## src/rtl/parallel_adder_pipe_if.sv

```systemverilog
// parallel_adder_pipe_if: operand/result valid-ready bus of the pipelined adder.
interface parallel_adder_pipe_if #(parameter int WIDTH = 8);
    logic             in_valid;
    logic             in_ready;
    logic [WIDTH-1:0] A;
    logic [WIDTH-1:0] B;
    logic             Cin;
    logic             op;
    logic             out_valid;
    logic             out_ready;
    logic [WIDTH-1:0] Sum;
    logic             Cout;
    logic             Ovf;
    modport master (
        output in_valid, A, B, Cin, op, out_ready,
        input  in_ready, out_valid, Sum, Cout, Ovf
    );
    modport slave (
        input  in_valid, A, B, Cin, op, out_ready,
        output in_ready, out_valid, Sum, Cout, Ovf
    );
endinterface

```

## src/rtl/parallel_adder_pipe.sv

```systemverilog
// parallel_adder_pipe: add/subtract with the carry chain cut into STAGES registered slices.
module parallel_adder_pipe #(
    parameter int WIDTH  = 8,
    parameter int STAGES = 2
) (
    input logic                   clk,
    input logic                   rst,
    parallel_adder_pipe_if.slave  bus
);
    localparam int CH = WIDTH / STAGES;
    if (WIDTH < 1 || STAGES < 1 || WIDTH % STAGES != 0) begin : g_bad
        $error("parallel_adder_pipe: WIDTH must be a positive multiple of STAGES");
    end
    logic             advance;
    logic [WIDTH-1:0] b_eff;
    logic             c0;
    assign b_eff   = bus.op ? ~bus.B : bus.B;
    assign c0      = bus.op ? ~bus.Cin : bus.Cin;
    assign advance = bus.in_ready;
    for (genvar k = 0; k < STAGES; k++) begin : g_st
        localparam int HI = CH * (k + 1);
        // a_up/b_up: operand bits from slice k upward, still waiting for their stage
        logic [WIDTH-CH*k-1:0] a_up;
        logic [WIDTH-CH*k-1:0] b_up;
        logic [CH-1:0]         s_sl;
        logic                  c_in;
        logic                  c_out;
        logic                  v_in;
        logic [HI-1:0]         s_nx;
        logic                  v;
        logic                  c;
        logic [HI-1:0]         s;
        if (k == 0) begin : g_in
            assign a_up = bus.A;
            assign b_up = b_eff;
            assign c_in = c0;
            assign v_in = bus.in_valid;
            assign s_nx = s_sl;
        end else begin : g_in
            assign a_up = g_st[k-1].g_ab.a;
            assign b_up = g_st[k-1].g_ab.b;
            assign c_in = g_st[k-1].c;
            assign v_in = g_st[k-1].v;
            assign s_nx = {s_sl, g_st[k-1].s};
        end
        assign {c_out, s_sl} = {1'b0, a_up[CH-1:0]} + {1'b0, b_up[CH-1:0]} + {{CH{1'b0}}, c_in};
        always_ff @(posedge clk or negedge rst) begin
            if (!rst) begin
                v <= 1'b0;
                c <= 1'b0;
                s <= '0;
            end else if (advance) begin
                v <= v_in;
                c <= c_out;
                s <= s_nx;
            end
        end
        if (k < STAGES - 1) begin : g_ab
            logic [WIDTH-HI-1:0] a;
            logic [WIDTH-HI-1:0] b;
            always_ff @(posedge clk or negedge rst) begin
                if (!rst) begin
                    a <= '0;
                    b <= '0;
                end else if (advance) begin
                    a <= a_up[WIDTH-CH*k-1:CH];
                    b <= b_up[WIDTH-CH*k-1:CH];
                end
            end
        end
        if (k == STAGES - 1) begin : g_ov
            logic o;
            // carry into the MSB is recovered from the MSB's own sum bit
            always_ff @(posedge clk or negedge rst) begin
                if (!rst) o <= 1'b0;
                else if (advance) o <= c_out ^ (a_up[CH-1] ^ b_up[CH-1] ^ s_sl[CH-1]);
            end
        end
    end
    assign bus.out_valid = g_st[STAGES-1].v;
    assign bus.Sum       = g_st[STAGES-1].s;
    assign bus.Cout      = g_st[STAGES-1].c;
    assign bus.Ovf       = g_st[STAGES-1].g_ov.o;
    assign bus.in_ready  = !bus.out_valid || bus.out_ready;
endmodule

```

## src/flat_wrapper.sv

```systemverilog
// flat-port wrapper written by rule: the top's interface ports become plain ports
module parallel_adder_pipe_flat 
#(
    parameter int WIDTH  = 8,
    parameter int STAGES = 2
)
  (clk, rst, bus_in_valid, bus_A, bus_B, bus_Cin, bus_op, bus_out_ready, bus_in_ready, bus_out_valid, bus_Sum, bus_Cout, bus_Ovf);
  parallel_adder_pipe_if #(.WIDTH(WIDTH)) bus_i ();
  input logic clk;
  input logic rst;
  input wire logic [$bits(bus_i.in_valid)-1:0] bus_in_valid;
  input wire logic [$bits(bus_i.A)-1:0] bus_A;
  input wire logic [$bits(bus_i.B)-1:0] bus_B;
  input wire logic [$bits(bus_i.Cin)-1:0] bus_Cin;
  input wire logic [$bits(bus_i.op)-1:0] bus_op;
  input wire logic [$bits(bus_i.out_ready)-1:0] bus_out_ready;
  output wire logic [$bits(bus_i.in_ready)-1:0] bus_in_ready;
  output wire logic [$bits(bus_i.out_valid)-1:0] bus_out_valid;
  output wire logic [$bits(bus_i.Sum)-1:0] bus_Sum;
  output wire logic [$bits(bus_i.Cout)-1:0] bus_Cout;
  output wire logic [$bits(bus_i.Ovf)-1:0] bus_Ovf;
  assign bus_i.in_valid = bus_in_valid;
  assign bus_i.A = bus_A;
  assign bus_i.B = bus_B;
  assign bus_i.Cin = bus_Cin;
  assign bus_i.op = bus_op;
  assign bus_i.out_ready = bus_out_ready;
  assign bus_in_ready = bus_i.in_ready;
  assign bus_out_valid = bus_i.out_valid;
  assign bus_Sum = bus_i.Sum;
  assign bus_Cout = bus_i.Cout;
  assign bus_Ovf = bus_i.Ovf;
  parallel_adder_pipe #(.WIDTH(WIDTH), .STAGES(STAGES)) u_core (.clk(clk), .rst(rst), .bus(bus_i));
endmodule
```

## config.mk

```make
export PLATFORM = sky130hd
export DESIGN_NAME = parallel_adder_pipe_flat
export DESIGN_NICKNAME = d
export VERILOG_FILES = /design/src/rtl/parallel_adder_pipe_if.sv /design/src/rtl/parallel_adder_pipe.sv /design/src/flat_wrapper.sv
export SDC_FILE = /design/constraint.sdc
export NUM_CORES = 1
export LEC_CHECK = 0
export ABC_AREA = 1
export ABC_CLOCK_PERIOD_IN_PS = 3800
export BUFFER_PORTS_ARGS = -buffer_cell sky130_fd_sc_hd__buf_2
export CAP_MARGIN = 20
export CORE_MARGIN = 5
export CORE_UTILIZATION = 45
export CTS_BUF_LIST = sky130_fd_sc_hd__clkbuf_16
export DETAILED_ROUTE_END_ITERATION = 10
export PLACE_DENSITY = 0.66
export SYNTH_ARGS = -nofsm -noshare
export SYNTH_HDL_FRONTEND = slang
export SYNTH_SLANG_ARGS = --single-unit
```

## constraint.sdc

```tcl
create_clock -name clk -period 3.8 [get_ports clk]
set_input_delay 0.76 -clock clk [delete_from_list [all_inputs] [get_ports clk]]
set_output_delay 0.76 -clock clk [all_outputs]
set_load 0.05 [all_outputs]
```

==> results of run 1 <==
==> per-layer routing <==
| layer | part of all wire, % | GRT usage (%) | vias up |
|---|---|---|---|
| met4 | 1.9 | 6.07 | 0 |
| met1 | 44 | 14.0 | 480 |
| met2 | 49 | 22.5 | 29 |
| met5 | 0 | 0 | - |
| met3 | 5.6 | 2.42 | 5 |
| li1 | - | - | 549 |
==> final timing paths <==
path	startpoint	endpoint	slack (ns)	cells after the start
setup / recovery	bus_out_ready	bus_in_ready	1.27	5
hold / removal	u_core.g_st[0].s[3]	u_core.bus.Sum[3]	0.47	2
setup reg to reg	u_core.g_st[0].g_ab.b[0]	u_core.bus.Ovf	2.10	10
hold reg to reg	u_core.g_st[0].s[3]	u_core.bus.Sum[3]	0.47	2
max in group asynchronous	rst	u_core.g_st[0].g_ab.b[2]	2.95	1
min in group asynchronous	rst	u_core.bus.Sum[7]	0.48	1
==> cell usage after synthesis <==
master and count:
nand2_1 65, dfrtp_1 25, inv_1 10, nor2_1 8, o21ai_0 8, ha_1 6, nand3_1 6, xor2_1 5
fa_1 4, xnor2_1 4, a21oi_1 2, buf_2 2, buf_4 2, buf_6 2, o21ai_1 2, inv_2 1
nand4_1 1, nor2_4 1, o31ai_1 1, or2_0 1, or2_2 1
==> cell families after synthesis <==
group / Yosys count
and+or+nand+nor: 83
DFF: 25
buffers and inverters: 17
AOI/OAI and AO/OA: 13
adders and majority gates: 10
xor gates and xnor gates: 9
==> layout make-up <==
type,instances,area (sq um)
inverters,11,41.3
clock buffers,3,75.1
fillers,273,1210
clock inverters,1,5.00
multi-input cells,115,636
repair buffers,34,173
flip-flops and latches,25,626
well taps,31,38.8
==> sequential cells by signal, indices dropped and copies added, names as in the netlist <==
signal                count
u_core.g_st.s             4
u_core.g_st.c             1
u_core.bus.Ovf            1
u_core.g_st.g_ab.a        4
u_core.bus.out_valid      1
u_core.g_st.g_ab.b        4
u_core.bus.Cout           1
u_core.g_st.v             1
u_core.bus.Sum            8
==> critical path, cell delays in order <==
cell and delay (ns):
buf_2 0.10, nor2_4 0.03, buf_4 0.22, inv_2 0.31, buf_2 0.34
==> where the power goes <==
part           leakage [uW]  switching (uW)  total (uW)  internal, uW
logic              0.000531             302         418           115
clock network     0.0000409            89.5         231           142
registers          0.000300            36.1         374           338
total              0.000872             428        1020           595
==> metrics by stage <==
step                utilization [%]  std cells  area, sq um  total power [uW]
floorplan                         -        157         1350               702
global route                   56.8        220         1590              1080
detailed placement             54.0        216         1510               800
global placement               54.0        216         1510               790
finish                         56.8        220         1590              1020
CTS                            56.8        220         1590              1030
==> results.json, run 1 <==
{
  "grt_usage_pct": 12.5,
  "cap_violations": 0,
  "synth.area.mux_share_pct": 0,
  "ys_ff_latch": 25,
  "numCtsBuffers": 3,
  "p_leak_uw": 0.000872,
  "fp.dieH_um": 64.8,
  "synth_top_cell_area_share_pct": 46.3,
  "ys_warn_count": 0,
  "holdCritPathClass": "reg -> reg",
  "detailedPlace.worstSlack_ns": 1.29,
  "gp_congestion": 0.882,
  "finalSetupViolations": 0,
  "area_growth_syn_to_layout_pct": 18.1,
  "post-dp-hpwl_mm": 1.89,
  "grt_pass1_vias": 1043,
  "core_sq_mm": 0.00281,
  "postSynthCellCount": 157,
  "fin_ws_ns": 1.27,
  "synth_top_family_by_area": "simple AND/OR/NAND/NOR gates",
  "ios": 34,
  "grt_start_max_net_pins": 31,
  "rsz0062_at_grt": "false",
  "wl_per_cell_um": 11.4,
  "synth_top_area_cell": "dfrtp_1",
  "overflow": 0,
  "fin_nets": 222,
  "syn_area_sq_mm": 0.00135,
  "cts.repair.resized": 0,
  "holdBufCountCts": 0,
  "htreeDepth": 1,
  "synth_area_leaders": "dfrtp_1 46%, nand2_1 18%, fa_1 5.9%",
  "fmax_ghz": 0.396,
  "ant_nets": 0,
  "wl_mm": 2.51,
  "num_antenna_cells": 0,
  "fp-row-count": 19,
  "layout_common_cells": "65 x nand2_1, 33 x buf_2, 25 x dfrtp_1, 10 x inv_1",
  "cts_tree": "done",
  "tightest_slew_ns": 0.548,
  "routed_via_density": 4.83,
  "cts_root_buffer": "clkbuf_16",
  "synth_xor_xnor_area_share_pct": 5.84,
  "io_buffers": 33,
  "drtPass1Iterations": 4,
  "clock_path_buffers": 2,
  "finalHoldViolations": 0,
  "clock-sinks": 25,
  "outcome": "complete, no violations",
  "crit_fanout": 30,
  "pwr_density_cell_mw_per_mm2": 642,
  "mostFrequentLayoutCell": "nand2_1",
  "post-route-period-util_pct": 66.5,
  "path_clk_slew_ns": 0.06,
  "synth_compound_area_share_pct": 5.00,
  "postCtsSetupBuffers": 0,
  "ir_drop_v": 0.000288,
  "route.vias.total": 1063,
  "cp-end-kind": "output port",
  "arrival_ns": 1.77,
  "worst_slew_margin_rel_pct": 63.4,
  "syn_nets": 189,
  "drive_above_1_share_pct": 21.7,
  "die_w_um": 64.8,
  "initial_core_util_pct": 48.1,
  "drc": 0,
  "fin_crit_ns": 2.53,
  "clock_latency_ns": 0.26,
  "drt_iter0_markers": 41,
  "ys_types": 21,
  "synthAdderAreaFrac_pct": 11.5,
  "syn_area_per_cell_sq_um": 8.60,
  "slew_viol_final": 0,
  "synth-seq-area-share_pct": 46.3,
  "grt_pass1_wl_mm": 4.17,
  "crit_required_ns": 3.04,
  "fin_worst_skew_ns": 0.00350,
  "whs_ns": 0.469,
  "critPathLaunchType": "primary input",
  "critPathKind": "in -> out",
  "fin_setup_tns_ns": 0,
  "yosys.area_share.simple_pct": 24.7,
  "dieArea_sq_mm": 0.00420,
  "antenna_found_initial": 0
}
(Power assumes the default switching activity.)
==> run 2: changes to the inputs <==
--- a/config.mk
+++ b/config.mk
@@ -6,7 +6,7 @@
 export NUM_CORES = 1
 export LEC_CHECK = 0
 export ABC_AREA = 1
-export ABC_CLOCK_PERIOD_IN_PS = 3800
+export ABC_CLOCK_PERIOD_IN_PS = 2450
 export BUFFER_PORTS_ARGS = -buffer_cell sky130_fd_sc_hd__buf_2
 export CAP_MARGIN = 20
 export CORE_MARGIN = 5
==> constraint.sdc (replaced) <==
create_clock -name clk -period 2.45 [get_ports clk]
set_input_delay 0.49 -clock clk [delete_from_list [all_inputs] [get_ports clk]]
set_output_delay 0.49 -clock clk [all_outputs]
set_load 0.05 [all_outputs]
==> run 2 against run 1 <==
Net effect: non-clock buffer count is the same; first-iteration DRC count fell by 17%; largest cell class unchanged; via count grew 1.4%; utilization did not move; design area unchanged; critical path depth rose by 3; global-route usage increased by 0.75 points; total power is 55% higher; sequential power is 56% higher; highest routed layer unchanged; clock-buffer cell count unchanged; die area unchanged.
==> results.json, run 2 (synthesized netlist as in run 1, its figures left out) <==
{
  "outcome": "complete, no violations",
  "path_clk_slew_ns": 0.07,
  "wl_per_cell_um": 11.7,
  "power_frac_comb_pct": 40.6,
  "numCtsBuffers": 3,
  "rsz0062_at_grt": "false",
  "detailedPlace.worstSlack_ns": 0.250,
  "cts_root_buffer": "clkbuf_16",
  "worst_slew_margin_rel_pct": 63.6,
  "slew_viol_final": 0,
  "cap_violations": 0,
  "ir_drop_v": 0.000407,
  "power.internal_uw": 922,
  "mostFrequentLayoutCell": "nand2_1",
  "layout_common_cells": "65 x nand2_1, 33 x buf_2, 25 x dfrtp_1, 10 x inv_1",
  "gp_congestion": 0.860,
  "drc": 0,
  "clock-sinks": 25,
  "finalHoldViolations": 0,
  "drtPass1Iterations": 4,
  "area_growth_syn_to_layout_pct": 18.1,
  "ant_nets": 0,
  "routed_via_density": 4.90,
  "postCtsSetupBuffers": 0,
  "grt_usage_pct": 13.2,
  "switchingPower_uw": 665,
  "crit_required_ns": 2.59,
  "pwr_density_cell_mw_per_mm2": 995,
  "holdCritPathClass": "in -> async",
  "largest_reg_flops": 8,
  "cts.repair.resized": 0,
  "cp-end-kind": "register",
  "switching_share_pct": 41.9,
  "fin_nets": 222,
  "fmax_ghz": 0.520,
  "finalSetupViolations": 0,
  "holdBufCountCts": 0,
  "tightest_slew_ns": 0.547,
  "post-route-period-util_pct": 78.5,
  "initial_core_util_pct": 48.1,
  "clock_latency_ns": 0.26,
  "drive_above_1_share_pct": 21.7,
  "p_leak_uw": 0.000872,
  "route.vias.total": 1078,
  "wl_mm": 2.58,
  "dieArea_sq_mm": 0.00420,
  "critPathKind": "in -> reg",
  "power_frac_seq_pct": 36.7,
  "drt_iter0_markers": 34,
  "grt_pass1_wl_mm": 4.43,
  "io_buffers": 33,
  "grt_pass1_vias": 1115,
  "overflow": 0,
  "fp.dieH_um": 64.8,
  "fin_setup_tns_ns": 0,
  "clockPowerShare_pct": 22.7,
  "post-dp-hpwl_mm": 1.93,
  "fp-row-count": 19,
  "fin_worst_skew_ns": 0.00544,
  "htreeDepth": 1,
  "clock_path_buffers": 2,
  "die_w_um": 64.8,
  "ios": 34,
  "cts_tree": "done",
  "antenna_found_initial": 0,
  "worstRegToRegCells": 10,
  "critPathLaunchType": "primary input",
  "grt_start_max_net_pins": 30,
  "crit_fanout": 9,
  "fin_ws_ns": 0.527,
  "core_sq_mm": 0.00281,
  "num_antenna_cells": 0,
  "fin_crit_ns": 1.92,
  "arrival_ns": 2.07
}
-- run 2: layout make-up --
class / instances / area [sq um]
Clock inverter: 1 / 5.00
Timing Repair Buffer: 34 / 173
Fill cell: 261 / 1210
Sequential cell: 25 / 626
Multi-Input combinational cell: 115 / 636
Inverter: 11 / 41.3
Tap cell: 31 / 38.8
Clock buffer: 3 / 75.1
-- run 2: layer usage --
metal  GRT usage, %  wire length [um]
met5              0                 0
met4           4.75                36
met3           2.07               115
met2           26.4              1340
met1           13.6              1100
-- run 2: power groups by stage --
| stage | combinational (uW) | sequential, uW | clock, uW |
|---|---|---|---|
| 3_5_place_dp | 650 | 590 | 0 |
| 5_1_grt | 707 | 597 | 389 |
| 6_report | 644 | 582 | 360 |
| 4_1_cts | 652 | 583 | 369 |
| 3_3_place_gp | 637 | 585 | 0 |
| 2_1_floorplan | 265 | 823 | 0 |
-- run 2: final timing paths --
kind,to,slack (ns),start
max,u_core.g_st[0].c,0.53,bus_op
min,u_core.g_st[0].g_ab.b[3],0.21,rst
max reg2reg,u_core.bus.Ovf,0.76,u_core.g_st[0].g_ab.b[0]
min reg2reg,u_core.bus.out_valid,0.46,u_core.g_st[0].v
max in group asynchronous,u_core.bus.Sum[6],1.87,rst
min in group clk,u_core.g_st[0].g_ab.a[2],0.43,bus_A[6]
-- run 2: metrics by stage --
| stage | instance area [sq um] | hold WS [ns] | power [uW] | cells | utilization [%] |
|---|---|---|---|---|---|
| final | 1590 | 0.214 | 1590 | 220 | 56.8 |
| after global routing | 1590 | 0.269 | 1690 | 220 | 56.8 |
| after CTS | 1590 | 0.234 | 1600 | 220 | 56.8 |
| after detailed placement | 1510 | 0.444 | 1240 | 216 | 54.0 |
| after global placement | 1510 | 0.432 | 1220 | 216 | 54.0 |
| after floorplan | 1350 | 0.194 | 1090 | 157 | - |
-- run 2: worst max-delay path: stages --
cell	delay, ns
buf_2	0.19
xor2_1	0.20
fa_1	0.45
fa_1	0.40
nand2_1	0.08
inv_1	0.05
o21ai_0	0.14
a21oi_1	0.08
==> run 3: changes to the inputs <==
--- a/config.mk
+++ b/config.mk
@@ -6,14 +6,14 @@
 export NUM_CORES = 1
 export LEC_CHECK = 0
 export ABC_AREA = 1
-export ABC_CLOCK_PERIOD_IN_PS = 2450
+export ABC_CLOCK_PERIOD_IN_PS = 1700
 export BUFFER_PORTS_ARGS = -buffer_cell sky130_fd_sc_hd__buf_2
 export CAP_MARGIN = 20
 export CORE_MARGIN = 5
 export CORE_UTILIZATION = 45
 export CTS_BUF_LIST = sky130_fd_sc_hd__clkbuf_16
 export DETAILED_ROUTE_END_ITERATION = 10
-export PLACE_DENSITY = 0.66
+export PLACE_DENSITY = 0.69
 export SYNTH_ARGS = -nofsm -noshare
 export SYNTH_HDL_FRONTEND = slang
 export SYNTH_SLANG_ARGS = --single-unit
==> constraint.sdc (replaced) <==
create_clock -name clk -period 1.7 [get_ports clk]
set_input_delay 0.34 -clock clk [delete_from_list [all_inputs] [get_ports clk]]
set_output_delay 0.34 -clock clk [all_outputs]
set_load 0.05 [all_outputs]
==> run 3 against run 2 <==
Net effect: register-to-register slack got worse by 0.71 ns; worst setup slack got worse by 0.48 ns; non-clock buffer count rose by 5; critical path type is now reg -> reg; total power rose by 47%.
==> results.json, run 3 (synthesized netlist as in run 1, its figures left out) <==
{
  "cts_tree": "done",
  "grt_start_max_net_pins": 26,
  "drt_iter0_markers": 43,
  "slew_viol_final": 0,
  "arrival_ns": 1.84,
  "wl_mm": 2.70,
  "fmax_ghz": 0.605,
  "io_buffers": 33,
  "fin_ws_ns": 0.0461,
  "num_antenna_cells": 0,
  "mostFrequentLayoutCell": "nand2_1",
  "grt_pass1_wl_mm": 4.66,
  "met2_wirelength_mm": 1.39,
  "dieArea_sq_mm": 0.00420,
  "fin_nets": 227,
  "outcome": "complete, no violations",
  "holdCritPathClass": "in -> async",
  "die_w_um": 64.8,
  "overflow": 0,
  "finalSetupViolations": 0,
  "initial_core_util_pct": 48.1,
  "gp_congestion": 0.855,
  "crit_required_ns": 1.88,
  "layout_common_cells": "64 x nand2_1, 33 x buf_2, 25 x dfrtp_1, 9 x inv_1, 8 x nor2_1",
  "numCtsBuffers": 3,
  "clock_latency_ns": 0.26,
  "multi_input_area_sq_um": 661,
  "tightest_slew_ns": 0.534,
  "ir_drop_v": 0.000509,
  "critPathKind": "reg -> reg",
  "fp.dieH_um": 64.8,
  "fin_worst_skew_ns": 0.00440,
  "drive_above_1_share_pct": 27.8,
  "cap_violations": 0,
  "grt_usage_pct": 13.8,
  "clock-sinks": 25,
  "clock_path_buffers": 2,
  "n_fill_cell": 267,
  "crit_fanout": 3,
  "area_growth_syn_to_layout_pct": 22.6,
  "detailedPlace.worstSlack_ns": -0.208,
  "register_area_sq_um": 626,
  "core_sq_mm": 0.00281,
  "design_area_sq_mm": 0.00166,
  "grt_pass1_vias": 1125,
  "wl_per_cell_um": 12.0,
  "stdcell_count": 225,
  "routed_via_density": 4.89,
  "placedCellCount": 220,
  "met1Wirelength_mm": 1.14,
  "drtPass1Iterations": 4,
  "fin_crit_ns": 1.65,
  "cts_root_buffer": "clkbuf_16",
  "htreeDepth": 1,
  "route.vias.total": 1100,
  "cp-end-kind": "register",
  "placed_area_sq_mm": 0.00156,
  "path_clk_slew_ns": 0.06,
  "post-route-period-util_pct": 97.3,
  "post-dp-hpwl_mm": 2.07,
  "holdBufCountCts": 0,
  "largest_reg_flops": 8,
  "drc": 0,
  "wl_met3_um": 113,
  "critPathLaunchType": "register",
  "finalHoldViolations": 0,
  "pwr_density_cell_mw_per_mm2": 1410,
  "ios": 34,
  "fp-row-count": 19,
  "p_leak_uw": 0.000896,
  "ant_nets": 0,
  "top_layer": "met4",
  "antenna_found_initial": 0,
  "worst_slew_margin_rel_pct": 64.4
}
## run 3: final cells by class
cell class	count	share of cell area (%)
multi-input cells	115	39.9
inverters	11	2.49
clock inverters	1	0.227
flip-flops and latches	25	37.8
repair buffers	39	12.7
well taps	31	2.34
clock buffers	3	4.54
## run 3: metal layers
layer | track usage [%] | vias up
met3 | 1.90 | 7
met4 | 6.60 | 0
met5 | 0 | -
met1 | 16.2 | 503
met2 | 24.9 | 30
li1 | - | 560
## run 3: worst max-delay path, stage by stage, from the launching register on
cell	delay [ns]
dfrtp_1	0.40
fa_2	0.24
inv_2	0.05
fa_2	0.38
inv_2	0.09
nand2_2	0.06
nand2_1	0.06
nand2_1	0.07
buf_4	0.14
o21ai_1	0.10
## run 3: final timing paths
kind,from,to,slack (ns),cells after the start
worst max-delay path,u_core.g_st[0].c,u_core.bus.Cout,0.05,9
worst min-delay path,rst,u_core.bus.Sum[4],0.06,1
worst max register to register,u_core.g_st[0].c,u_core.bus.Cout,0.05,9
worst min register to register,u_core.g_st[0].v,u_core.bus.out_valid,0.46,2
max in group asynchronous,rst,u_core.g_st[0].g_ab.a[3],1.28,1
min in group clk,bus_A[7],u_core.g_st[0].g_ab.a[3],0.28,3
## run 3: power breakdown
group / total [uW] / switching, uW / internal [uW] / leakage [uW]
logic: 984 / 698 / 286 / 0.000554
registers: 840 / 85.4 / 755 / 0.000300
clock network: 507 / 193 / 314 / 0.0000423
total: 2330 / 977 / 1350 / 0.000896
## run 3: what timing repair did
action	CTS	global route
setup endpoints to repair	0	2
gates resized for setup	0	7
setup buffers	0	1
## run 3: stage by stage
| stage | setup TNS (ns) | util [%] | power (uW) | hold slack (ns) |
|---|---|---|---|---|
| after floorplan | -0.188 | - | 1580 | 0.0444 |
| after global placement | -0.356 | 55.5 | 1780 | 0.353 |
| after detailed placement | -0.557 | 55.5 | 1810 | 0.357 |
| after CTS | 0 | 58.3 | 2320 | 0.0802 |
| after global routing | -0.0665 | 59.0 | 2480 | 0.112 |
| final | 0 | 59.0 | 2330 | 0.0590 |
